### config.mk
export PLATFORM = sky130hd
export DESIGN_NAME = cache_controller_flat
export DESIGN_NICKNAME = d
export VERILOG_FILES = /design/src/rtl/cache_pkg.sv /design/src/rtl/cache_controller_if.sv /design/src/rtl/cache_stats.sv /design/src/rtl/cache_controller.sv /design/src/flat_wrapper.sv
export SDC_FILE = /design/constraint.sdc
export NUM_CORES = 1
export LEC_CHECK = 0
export CORE_ASPECT_RATIO = 1.25
export CORE_MARGIN = 2
export CORE_UTILIZATION = 41
export CTS_CLUSTER_DIAMETER = 30
export DETAILED_ROUTE_END_ITERATION = 8
export PLACE_DENSITY_LB_ADDON = 0.15
export SETUP_SLACK_MARGIN = 0.2
export SYNTH_ARGS = -nofsm -noshare
export SYNTH_HDL_FRONTEND = slang
export SYNTH_SLANG_ARGS = --single-unit
### constraint.sdc
create_clock -name clk -period 4.6 [get_ports clk]
set_input_delay 0.92 -clock clk [delete_from_list [all_inputs] [get_ports clk]]
set_output_delay 0.92 -clock clk [all_outputs]
set_load 0.01 [all_outputs]
### src/rtl/cache_pkg.sv
// ---------------------------------------------------------------------------
// cache_pkg
// Shared widths, FSM state encoding and address-field helpers for the
// direct-mapped cache controller.
// Word address layout: {tag[TAG_W], index[INDEX_W], word[WORD_W]}.
// ---------------------------------------------------------------------------
package cache_pkg;

    localparam int DATA_W  = 32;
    localparam int INDEX_W = 5;
    localparam int TAG_W   = 6;
    localparam int WORD_W  = 3;
    localparam int ADDR_W  = TAG_W + INDEX_W + WORD_W;

    typedef enum logic [2:0] {
        IDLE,
        COMPARE,
        REFILL,
        WRITE_MEM,
        DONE
    } state_e;

    function automatic logic [TAG_W-1:0] get_tag(input logic [ADDR_W-1:0] addr);
        return TAG_W'(addr >> (INDEX_W + WORD_W));
    endfunction

    function automatic logic [INDEX_W-1:0] get_index(input logic [ADDR_W-1:0] addr);
        return INDEX_W'(addr >> WORD_W);
    endfunction

    function automatic logic [WORD_W-1:0] get_word(input logic [ADDR_W-1:0] addr);
        return WORD_W'(addr);
    endfunction

endpackage

### src/rtl/cache_controller_if.sv
// ---------------------------------------------------------------------------
// cache_controller_if
// Bundles the three buses around the cache controller:
//   cpu_*  : CPU word-request port (req strobe, ready completion pulse)
//   mem_*  : main-memory request/acknowledge port
//   st_*   : cache_storage array control and asynchronous read-back
// Modports:
//   master : the cache controller (drives storage and memory, answers CPU)
//   slave  : the environment (CPU, main memory, cache_storage)
// ---------------------------------------------------------------------------
interface cache_controller_if;
    import cache_pkg::*;

    logic                cpu_req;
    logic                cpu_we;
    logic [ADDR_W-1:0]   cpu_addr;
    logic [DATA_W-1:0]   cpu_wdata;
    logic [DATA_W-1:0]   cpu_rdata;
    logic                cpu_ready;

    logic                mem_req;
    logic                mem_we;
    logic [ADDR_W-1:0]   mem_addr;
    logic [DATA_W-1:0]   mem_wdata;
    logic [DATA_W-1:0]   mem_rdata;
    logic                mem_ack;

    logic [INDEX_W-1:0]  st_index;
    logic [WORD_W-1:0]   st_word;
    logic                st_we_data;
    logic                st_we_tag;
    logic [TAG_W-1:0]    st_tag_in;
    logic [DATA_W-1:0]   st_data_in;
    logic [TAG_W-1:0]    st_tag_out;
    logic                st_valid_out;
    logic [DATA_W-1:0]   st_data_out;

    modport master (
        input  cpu_req, cpu_we, cpu_addr, cpu_wdata,
        output cpu_rdata, cpu_ready,
        output mem_req, mem_we, mem_addr, mem_wdata,
        input  mem_rdata, mem_ack,
        output st_index, st_word, st_we_data, st_we_tag, st_tag_in, st_data_in,
        input  st_tag_out, st_valid_out, st_data_out
    );

    modport slave (
        output cpu_req, cpu_we, cpu_addr, cpu_wdata,
        input  cpu_rdata, cpu_ready,
        input  mem_req, mem_we, mem_addr, mem_wdata,
        output mem_rdata, mem_ack,
        input  st_index, st_word, st_we_data, st_we_tag, st_tag_in, st_data_in,
        output st_tag_out, st_valid_out, st_data_out
    );

endinterface

### src/rtl/cache_stats.sv
// ---------------------------------------------------------------------------
// cache_stats
// Saturating 16-bit hit/miss counter pair. Only instantiated when the
// controller is built with CACHE_STATS_EN.
// Ports:
//   clk, rst      : clock, asynchronous active-high reset
//   hit_inc_i     : one-cycle pulse per CPU request resolved as a hit
//   miss_inc_i    : one-cycle pulse per CPU request resolved as a miss
//   hit_count_o   : hits seen since reset, sticks at 16'hFFFF
//   miss_count_o  : misses seen since reset, sticks at 16'hFFFF
// ---------------------------------------------------------------------------
module cache_stats (
    input  logic        clk,
    input  logic        rst,
    input  logic        hit_inc_i,
    input  logic        miss_inc_i,
    output logic [15:0] hit_count_o,
    output logic [15:0] miss_count_o
);

    logic [15:0] hit_q, hit_d;
    logic [15:0] miss_q, miss_d;

    always_ff @(posedge clk or posedge rst) begin
        if (rst) begin
            hit_q  <= '0;
            miss_q <= '0;
        end else begin
            hit_q  <= hit_d;
            miss_q <= miss_d;
        end
    end

    always_comb begin
        hit_d  = hit_q;
        miss_d = miss_q;
        if (hit_inc_i && (hit_q != 16'hFFFF)) begin
            hit_d = hit_q + 16'd1;
        end
        if (miss_inc_i && (miss_q != 16'hFFFF)) begin
            miss_d = miss_q + 16'd1;
        end
    end

    assign hit_count_o  = hit_q;
    assign miss_count_o = miss_q;

endmodule

### src/rtl/cache_controller.sv
// ---------------------------------------------------------------------------
// cache_controller
// Direct-mapped, write-through, no-write-allocate cache controller. Serves
// one CPU word request at a time, refilling whole 8-word blocks from main
// memory on read misses and writing every store through to memory.
// Ports:
//   clk            : clock, rising edge
//   rst            : asynchronous active-high reset
//   bus (master)   : cpu_*, mem_* and st_* signal groups, see cache_controller_if
//   hit_count,
//   miss_count     : saturating request statistics (only with CACHE_STATS_EN)
// Build option:
//   CACHE_STATS_EN : adds the hit/miss statistics counters and their ports.
//
// state     | meaning
// ----------+---------------------------------------------------------------
// IDLE      | waiting for cpu_req; latches we/addr/wdata on a request
// COMPARE   | tag check; read hit returns data, write hit updates the line
// REFILL    | fetching the 8 words of the block, one memory ack per word
// WRITE_MEM | writing the latched word through to main memory
// DONE      | request complete; cpu_ready pulses on the following cycle
// ---------------------------------------------------------------------------
module cache_controller
    import cache_pkg::*;
(
    input  logic                clk,
    input  logic                rst,
    cache_controller_if.master  bus
`ifdef CACHE_STATS_EN
    ,
    output logic [15:0]         hit_count,
    output logic [15:0]         miss_count
`endif
);

    state_e              state_q, state_d;
    logic [WORD_W-1:0]   cnt_q, cnt_d;
    logic                we_q, we_d;
    logic [ADDR_W-1:0]   addr_q, addr_d;
    logic [DATA_W-1:0]   wdata_q, wdata_d;
    logic [DATA_W-1:0]   rdata_q, rdata_d;
    logic                ready_q, ready_d;

    logic [TAG_W-1:0]    lat_tag;
    logic [INDEX_W-1:0]  lat_index;
    logic [WORD_W-1:0]   lat_word;
    logic                hit;
    logic                refill_last;

    assign lat_tag   = get_tag(addr_q);
    assign lat_index = get_index(addr_q);
    assign lat_word  = get_word(addr_q);

    assign hit         = bus.st_valid_out && (bus.st_tag_out == lat_tag);
    assign refill_last = (state_q == REFILL) && bus.mem_ack && (cnt_q == '1);

    always_ff @(posedge clk or posedge rst) begin
        if (rst) begin
            state_q <= IDLE;
            cnt_q   <= '0;
            we_q    <= 1'b0;
            addr_q  <= '0;
            wdata_q <= '0;
            rdata_q <= '0;
            ready_q <= 1'b0;
        end else begin
            state_q <= state_d;
            cnt_q   <= cnt_d;
            we_q    <= we_d;
            addr_q  <= addr_d;
            wdata_q <= wdata_d;
            rdata_q <= rdata_d;
            ready_q <= ready_d;
        end
    end

    always_comb begin
        state_d  = state_q;
        cnt_d    = cnt_q;
        we_d     = we_q;
        addr_d   = addr_q;
        wdata_d  = wdata_q;
        rdata_d  = rdata_q;
        // The completion pulse is registered off DONE so it lands one cycle
        // after the state that finishes the request.
        ready_d  = (state_q == DONE);

        bus.mem_req    = 1'b0;
        bus.mem_we     = 1'b0;
        bus.mem_addr   = '0;
        bus.mem_wdata  = '0;
        bus.st_word    = lat_word;
        bus.st_we_data = 1'b0;
        bus.st_we_tag  = 1'b0;
        bus.st_data_in = '0;

        case (state_q)
            IDLE: begin
                if (bus.cpu_req) begin
                    we_d    = bus.cpu_we;
                    addr_d  = bus.cpu_addr;
                    wdata_d = bus.cpu_wdata;
                    state_d = COMPARE;
                end
            end

            COMPARE: begin
                if (hit) begin
                    if (we_q) begin
                        bus.st_we_data = 1'b1;
                        bus.st_data_in = wdata_q;
                        state_d        = WRITE_MEM;
                    end else begin
                        rdata_d = bus.st_data_out;
                        state_d = DONE;
                    end
                end else if (we_q) begin
                    state_d = WRITE_MEM;
                end else begin
                    cnt_d   = '0;
                    state_d = REFILL;
                end
            end

            REFILL: begin
                bus.mem_req  = 1'b1;
                bus.mem_addr = {lat_tag, lat_index, cnt_q};
                bus.st_word  = cnt_q;
                if (bus.mem_ack) begin
                    bus.st_we_data = 1'b1;
                    bus.st_data_in = bus.mem_rdata;
                    if (cnt_q == '1) begin
                        // Tag/valid flip only with the last word, so the line
                        // never looks valid while partially filled.
                        bus.st_we_tag = 1'b1;
                        state_d       = COMPARE;
                    end else begin
                        cnt_d = cnt_q + 1'b1;
                    end
                end
            end

            WRITE_MEM: begin
                bus.mem_req   = 1'b1;
                bus.mem_we    = 1'b1;
                bus.mem_addr  = addr_q;
                bus.mem_wdata = wdata_q;
                if (bus.mem_ack) begin
                    state_d = DONE;
                end
            end

            DONE: begin
                state_d = IDLE;
            end

            default: begin
                state_d = IDLE;
            end
        endcase
    end

    assign bus.cpu_rdata = rdata_q;
    assign bus.cpu_ready = ready_q;
    assign bus.st_index  = lat_index;
    assign bus.st_tag_in = lat_tag;

`ifdef CACHE_STATS_EN
    // The COMPARE that follows a refill is a guaranteed hit for a request
    // already counted as a miss, so it is excluded from the statistics.
    logic post_refill_q;
    logic hit_inc;
    logic miss_inc;

    always_ff @(posedge clk or posedge rst) begin
        if (rst) begin
            post_refill_q <= 1'b0;
        end else if (refill_last) begin
            post_refill_q <= 1'b1;
        end else if (state_q == COMPARE) begin
            post_refill_q <= 1'b0;
        end
    end

    assign hit_inc  = (state_q == COMPARE) && !post_refill_q && hit;
    assign miss_inc = (state_q == COMPARE) && !post_refill_q && !hit;

    cache_stats u_stats (
        .clk          (clk),
        .rst          (rst),
        .hit_inc_i    (hit_inc),
        .miss_inc_i   (miss_inc),
        .hit_count_o  (hit_count),
        .miss_count_o (miss_count)
    );
`else
    logic unused_refill_last;
    assign unused_refill_last = refill_last;
`endif

endmodule

### src/flat_wrapper.sv
// flat-port wrapper written by rule: the top's interface ports become plain ports
module cache_controller_flat import cache_pkg::*;
  (clk, rst, bus_cpu_req, bus_cpu_we, bus_cpu_addr, bus_cpu_wdata, bus_cpu_rdata, bus_cpu_ready, bus_mem_req, bus_mem_we, bus_mem_addr, bus_mem_wdata, bus_mem_rdata, bus_mem_ack, bus_st_index, bus_st_word, bus_st_we_data, bus_st_we_tag, bus_st_tag_in, bus_st_data_in, bus_st_tag_out, bus_st_valid_out, bus_st_data_out);
  cache_controller_if bus_i ();
  input  logic clk;
  input  logic rst;
  input wire logic [$bits(bus_i.cpu_req)-1:0] bus_cpu_req;
  input wire logic [$bits(bus_i.cpu_we)-1:0] bus_cpu_we;
  input wire logic [$bits(bus_i.cpu_addr)-1:0] bus_cpu_addr;
  input wire logic [$bits(bus_i.cpu_wdata)-1:0] bus_cpu_wdata;
  output wire logic [$bits(bus_i.cpu_rdata)-1:0] bus_cpu_rdata;
  output wire logic [$bits(bus_i.cpu_ready)-1:0] bus_cpu_ready;
  output wire logic [$bits(bus_i.mem_req)-1:0] bus_mem_req;
  output wire logic [$bits(bus_i.mem_we)-1:0] bus_mem_we;
  output wire logic [$bits(bus_i.mem_addr)-1:0] bus_mem_addr;
  output wire logic [$bits(bus_i.mem_wdata)-1:0] bus_mem_wdata;
  input wire logic [$bits(bus_i.mem_rdata)-1:0] bus_mem_rdata;
  input wire logic [$bits(bus_i.mem_ack)-1:0] bus_mem_ack;
  output wire logic [$bits(bus_i.st_index)-1:0] bus_st_index;
  output wire logic [$bits(bus_i.st_word)-1:0] bus_st_word;
  output wire logic [$bits(bus_i.st_we_data)-1:0] bus_st_we_data;
  output wire logic [$bits(bus_i.st_we_tag)-1:0] bus_st_we_tag;
  output wire logic [$bits(bus_i.st_tag_in)-1:0] bus_st_tag_in;
  output wire logic [$bits(bus_i.st_data_in)-1:0] bus_st_data_in;
  input wire logic [$bits(bus_i.st_tag_out)-1:0] bus_st_tag_out;
  input wire logic [$bits(bus_i.st_valid_out)-1:0] bus_st_valid_out;
  input wire logic [$bits(bus_i.st_data_out)-1:0] bus_st_data_out;
  assign bus_i.cpu_req = bus_cpu_req;
  assign bus_i.cpu_we = bus_cpu_we;
  assign bus_i.cpu_addr = bus_cpu_addr;
  assign bus_i.cpu_wdata = bus_cpu_wdata;
  assign bus_cpu_rdata = bus_i.cpu_rdata;
  assign bus_cpu_ready = bus_i.cpu_ready;
  assign bus_mem_req = bus_i.mem_req;
  assign bus_mem_we = bus_i.mem_we;
  assign bus_mem_addr = bus_i.mem_addr;
  assign bus_mem_wdata = bus_i.mem_wdata;
  assign bus_i.mem_rdata = bus_mem_rdata;
  assign bus_i.mem_ack = bus_mem_ack;
  assign bus_st_index = bus_i.st_index;
  assign bus_st_word = bus_i.st_word;
  assign bus_st_we_data = bus_i.st_we_data;
  assign bus_st_we_tag = bus_i.st_we_tag;
  assign bus_st_tag_in = bus_i.st_tag_in;
  assign bus_st_data_in = bus_i.st_data_in;
  assign bus_i.st_tag_out = bus_st_tag_out;
  assign bus_i.st_valid_out = bus_st_valid_out;
  assign bus_i.st_data_out = bus_st_data_out;
  cache_controller u_core (.clk(clk), .rst(rst), .bus(bus_i));
endmodule
==> summary.txt, run 1 <==
Outcome - completed
Cts hold-fix bufs - 0
Synthesized area per cell - 12.6 um^2
Area of the multi-input gates - 1830 um^2
Worst-path clk slew - 60 ps
Cell row count - 41
Top post-synthesis cells by area - dfrtp_1 (51%), mux2_2 (22%), and3_1 (6.7%)
Diodes inserted - 0
Fin Setup TNS - 0 ps
Vias in the first global route - 3809
MaxCap Viol Count - 0
Detail Route Antenna Nets - 0
Die area - 11100 um^2
I/O pin count - 251
Tmin final - 4140 ps
Synth Net Count - 458
Hold WC Path Type - register to register
Pre-CTS setup slack - 469 ps
Post-CTS Setup Inserts - 0
Yosys reg bits - 86
Critical Path End Type - primary output
Core region area - 10100 um^2
Hpwl dp - 9570 um
Syn Std Cell Area - 4220 um^2
# setup viols final - 0
Synth warnings - 0
Via count - 3601
Placed Area - 6730 um^2
Synth top cells by count - dfrtp_1 (86), mux2_2 (81), and3_1 (45), a22o_1 (32), buf_2 (12)
Period utilisation layout - 90.0%
Chip width - 94.7 um
Worst path arrival time - 3220 ps
Clock latency on the worst-skew pair - 330 ps
Filler Cell Count - 791
R2R Path Start - u_core.state_q[0]
Crit path kind - primary input to primary output
Wire per inst - 18.1 um
Via-per-instance ratio - 5.15
TritonRoute pass-1 iters - 4
Max Fclk - 0.241 GHz
Layout area overhead - 66.8%
CTS-repair resized insts - 0
Largest net degree at the start of global routing - 48
WP data required - 3680 ps
CTS tree - built
Post-synth top area share - 51.1%
Routability cong. - 0.773
RSZ-0062 raised after global routing - false
Global Route Usage Sum - 22.9%
Final Hold Violating Endpoints - 0
Residual DRC - 0
Ys async rst share - 100%
Peak fanout along the critical path - 33
Worst hold start - u_core.bus.cpu_rdata[6]
Slack of the worst reg-to-reg path - 2110 ps
CTS buffer count - 9
Htree depth - 3
Layout cells sized above 1 - 19.1%
Worst-Margin Slew - 810 ps
Reg2reg end - u_core.bus.cpu_rdata[7]
Post-route cell area - 7030 um^2
Top FF cell, synth - dfrtp_1
Hold endpoint - u_core.bus.cpu_rdata[6]
Relative slew slack - 46.0%
Count leader, synth - dfrtp_1
Post-synth cell types - 34
Number of synthesized flops with an enable pin - 0
Hold Path Depth - 1
Die H - 117 um
Slew Viols, Final - 0
Fin worst setup slack - 459 ps
DRT Wirelength - 12700 um
Number of port buffers - 250
Worst Clk Skew - 4.22 ps
Setup crit start kind - primary input
Global-route wire length before repair - 19700 um
Post-synthesis cell type with the largest combined area - dfrtp_1
Gr ovfl total - 0
Mapped Cells - 334
Initial antenna violation count - 0
P_leak - 0.00308 uW
Deepest clock path buffer count - 2
Root Buffer - clkbuf_16
Detailed Route Iter0 Violations - 96
Peak VDD IR - 317 uV
PwrDens - 575 nW/um^2
Post-synthesis sequential area ratio - 51.1%
Layout net count - 689
CTS sink cnt - 86
Reg2reg path depth - 5
Sequential Area - 2150 um^2
Initial Util - 41.9%
-- state kept, by name, summed over array words and instances, names as in the netlist --
register              count
u_core.we_q               1
u_core.bus.cpu_rdata     32
u_core.cnt_q              3
u_core.bus.cpu_ready      1
u_core.addr_q            14
u_core.state_q            3
u_core.wdata_q           32
-- where the power goes --
| part | total (uW) | internal, uW | switching, uW |
|---|---|---|---|
| Clock | 726 | 447 | 279 |
| Sequential | 1350 | 1070 | 285 |
| Combinational | 1960 | 1190 | 777 |
-- worst max-delay path, cell delays in order --
cell             delay [ps]
clkdlybuf4s50_1         470
nor4bb_1                220
nand4_1                 280
nor3_4                  180
buf_4                   360
a22o_1                  200
clkdlybuf4s50_1         580
-- cell usage in the layout (no fill, tap or decap), types with 4 or more instances in the layout --
cell type        netlist  routed
a22o_1                32      32
and3_1                45      45
buf_4                 11       7
clkbuf_16              0       9
clkdlybuf4s50_1        0     250
clkinv_2               0       4
dfrtp_1               86      86
inv_1                  7       6
mux2_2                81      81
mux2i_1                5       5
nand2_1                5       5
nor2_1                 4       4
xnor2_1                6       6
-- cells by family (layout without fill, tap and decap cells) --
logic type / Yosys count / after routing / synth area share [%]
AOI/OAI and AO/OA: 41 / 41 / 8.19
and+or+nand+nor: 68 / 68 / 10.0
DFF: 86 / 86 / 51.1
xor gates and xnor gates: 6 / 6 / 1.25
buffers and inverters: 44 / 280 / 5.79
adders and majority gates: 2 / 2 / 0.594
muxes: 87 / 87 / 23.1
-- per-stage QoR --
step | power [uW] | std cells | hold slack (ps) | utilization [%]
finish | 4040 | 699 | 503 | 69.9
CTS | 4090 | 699 | 502 | 69.9
global placement | 3290 | 683 | 472 | 66.9
global route | 4280 | 699 | 515 | 69.9
floorplan | 2340 | 334 | 473 | -
detailed placement | 3340 | 683 | 488 | 66.9
-- worst max-delay path by stage --
stage	from	to	depth (start not counted)
detailed placement	bus_st_valid_out	bus_st_data_in[3]	7
global placement	bus_st_valid_out	bus_st_data_in[31]	7
floorplan	rst	u_core.addr_q[0]	1
global route	bus_st_valid_out	bus_st_data_in[31]	7
finish	bus_st_valid_out	bus_st_data_in[31]	7
CTS	bus_st_valid_out	bus_st_data_in[3]	7
-- per-layer routing --
layer	vias to the layer above	global-route usage (%)	share of wire (%)
met5	-	0	0
li1	1673	-	-
met1	1737	24.6	37
met4	0	8.42	2.3
met2	171	39.8	50
met3	20	8.99	11
-- layout make-up --
type                    instances  share of cell area [%]
well taps                     129                    2.30
repair buffers                257                    36.3
flip-flops and latches         86                    30.6
clock buffers                  12                    3.65
inverters                       7                   0.392
multi-input cells             204                    26.1
clock inverters                 4                   0.641
Note: power is estimated with default switching activity, not from simulation.
==> run 2: changes to the inputs <==
Settings changed: PLACE_DENSITY set to 0.94, PLACE_DENSITY_LB_ADDON 0.15 to not set, SKIP_LAST_GASP set to 1.
==> run 2 against run 1 <==
Worst hold slack worse by 2.1 ps. Clock skew is 1.2 ps higher. Largest power group unchanged. Largest cell class unchanged. Routed wire length is 2.7% higher. Power is 0.11% higher.
==> summary.txt, run 2 (synthesis results as in run 1) <==
Worst path arrival time - 3300 ps (was 3220 ps)
Slack of the worst reg-to-reg path - 2160 ps (was 2110 ps)
Global Route Usage Sum - 23.0% (was 22.9%)
Max Fclk - 0.237 GHz (was 0.241 GHz)
Peak VDD IR - 317 uV (about the same)
RSZ-0062 raised after global routing - false (unchanged)
Reg2reg end - u_core.bus.cpu_rdata[3] (was u_core.bus.cpu_rdata[7])
Number of port buffers - 250 (unchanged)
CP Launch Point - bus_st_valid_out (unchanged)
Reg2reg path depth - 5 (unchanged)
Cell row count - 41 (unchanged)
CTS sink cnt - 86 (unchanged)
Hold WC Path Type - register to register (unchanged)
Commonest non-fill, non-tap cells in the layout - clkdlybuf4s50_1 (250), dfrtp_1 (86), mux2_2 (81) (unchanged)
Detailed Route Iter0 Violations - 95 (was 96)
Diodes inserted - 0 (unchanged)
Largest net degree at the start of global routing - 62 (was 48)
Die H - 117 um (unchanged)
Slew Viols, Final - 0 (unchanged)
Layout cells sized above 1 - 18.8% (was 19.1%)
Dpl cells - 683 (unchanged)
Layout area overhead - 66.3% (was 66.8%)
R2R Path Start - u_core.state_q[1] (was u_core.state_q[0])
MaxCap Viol Count - 0 (unchanged)
Chip width - 94.7 um (unchanged)
Relative slew slack - 29.9% (was 46.0%)
Global-route wire length before repair - 19800 um (was 19700 um)
Worst-Margin Slew - 1050 ps (was 810 ps)
Initial antenna violation count - 0 (unchanged)
Vias in the first global route - 3888 (was 3809)
Final Hold Violating Endpoints - 0 (unchanged)
Initial Util - 41.9% (unchanged)
CTS-repair resized insts - 0 (unchanged)
I/O pin count - 251 (unchanged)
Worst Setup EP - bus_st_data_in[9] (was bus_st_data_in[31])
P_leak - 0.00307 uW (was 0.00308 uW)
Htree depth - 3 (unchanged)
Deepest clock path buffer count - 2 (unchanged)
TritonRoute pass-1 iters - 4 (unchanged)
Via-per-instance ratio - 5.25 (was 5.15)
Die area - 11100 um^2 (unchanged)
Layout net count - 689 (unchanged)
Period utilisation layout - 91.8% (was 90.0%)
DRT Wirelength - 13000 um (was 12700 um)
CTS tree - built (unchanged)
Peak fanout along the critical path - 33 (unchanged)
Fin cells - 699 (unchanged)
Detail Route Antenna Nets - 0 (unchanged)
Fin Setup TNS - 0 ps (unchanged)
Via count - 3670 (was 3601)
Worst Clk Skew - 5.42 ps (was 4.22 ps)
Residual DRC - 0 (unchanged)
Root Buffer - clkbuf_16 (unchanged)
CTS buffer count - 9 (unchanged)
Tmin final - 4220 ps (was 4140 ps)
Gr ovfl total - 0 (unchanged)
Setup crit start kind - primary input (unchanged)
WP data required - 3680 ps (about the same)
# setup viols final - 0 (unchanged)
Post-CTS Setup Inserts - 0 (unchanged)
Routability cong. - 0.790 (was 0.773)
Hpwl dp - 9840 um (was 9570 um)
Worst-path clk slew - 60 ps (about the same)
Most common cell after layout, fill and taps aside - clkdlybuf4s50_1 (unchanged)
Critical Path End Type - primary output (unchanged)
Crit path kind - primary input to primary output (unchanged)
Clock latency on the worst-skew pair - 330 ps (about the same)
PwrDens - 577 nW/um^2 (was 575 nW/um^2)
Outcome - completed (unchanged)
Wire per inst - 18.6 um (was 18.1 um)
Core region area - 10100 um^2 (unchanged)
Cts hold-fix bufs - 0 (unchanged)
-- run 2: power by group --
part           leakage [uW]  switching [uW]  internal, uW
Sequential          0.00109             272          1070
Combinational       0.00184             815          1190
Clock              0.000137             286           420
-- run 2: area by class of cell --
cell class	count	area [um^2]
multi-input cells	204	1830
inverters	7	27.5
clock buffers	12	236
clock inverters	4	47.5
well taps	129	161
flip-flops and latches	86	2150
repair buffers	257	2550
fillers	698	3040
-- run 2: worst max-delay path: stages --
cell             delay, ps
clkdlybuf4s50_1        470
nor4bb_1               270
nand4_1                320
nor3_4                 200
buf_4                  350
a22o_1                 200
clkdlybuf4s50_1        560
-- run 2: layer usage --
| layer | global-route usage [%] | part of all wire [%] |
|---|---|---|
| met3 | 7.51 | 9.5 |
| met5 | 0 | 0 |
| met4 | 9.15 | 2.9 |
| met2 | 41.8 | 52 |
| met1 | 23.7 | 35 |
-- run 2: worst min-delay path by stage --
stage                                    end  slack (ps)  cells past startpoint                      from
floorplan                  u_core.state_q[1]         470                      1         u_core.state_q[2]
global placement     u_core.bus.cpu_rdata[6]         480                      1   u_core.bus.cpu_rdata[6]
detailed placement   u_core.bus.cpu_rdata[6]         490                      1   u_core.bus.cpu_rdata[6]
CTS                 u_core.bus.cpu_rdata[30]         510                      1  u_core.bus.cpu_rdata[30]
global route        u_core.bus.cpu_rdata[14]         530                      1  u_core.bus.cpu_rdata[14]
finish               u_core.bus.cpu_rdata[6]         500                      1   u_core.bus.cpu_rdata[6]
-- run 2: metrics by stage --
stage | worst slack (ps) | hold WS, ps | util [%] | total power [uW] | area [um^2]
floorplan | 1460 | 473 | - | 2340 | 4220
global placement | 545 | 478 | 66.9 | 3260 | 6730
detailed placement | 443 | 495 | 66.9 | 3350 | 6730
CTS | 434 | 508 | 69.7 | 4080 | 7010
global route | 278 | 525 | 69.7 | 4260 | 7010
finish | 377 | 501 | 69.7 | 4050 | 7010
==> run 3: changes to the inputs <==
Settings changed: SKIP_LAST_GASP 1 to not set.
==> results of run 3 <==
Same layout as run 2: the final DEF is identical, and so are final timing and power.
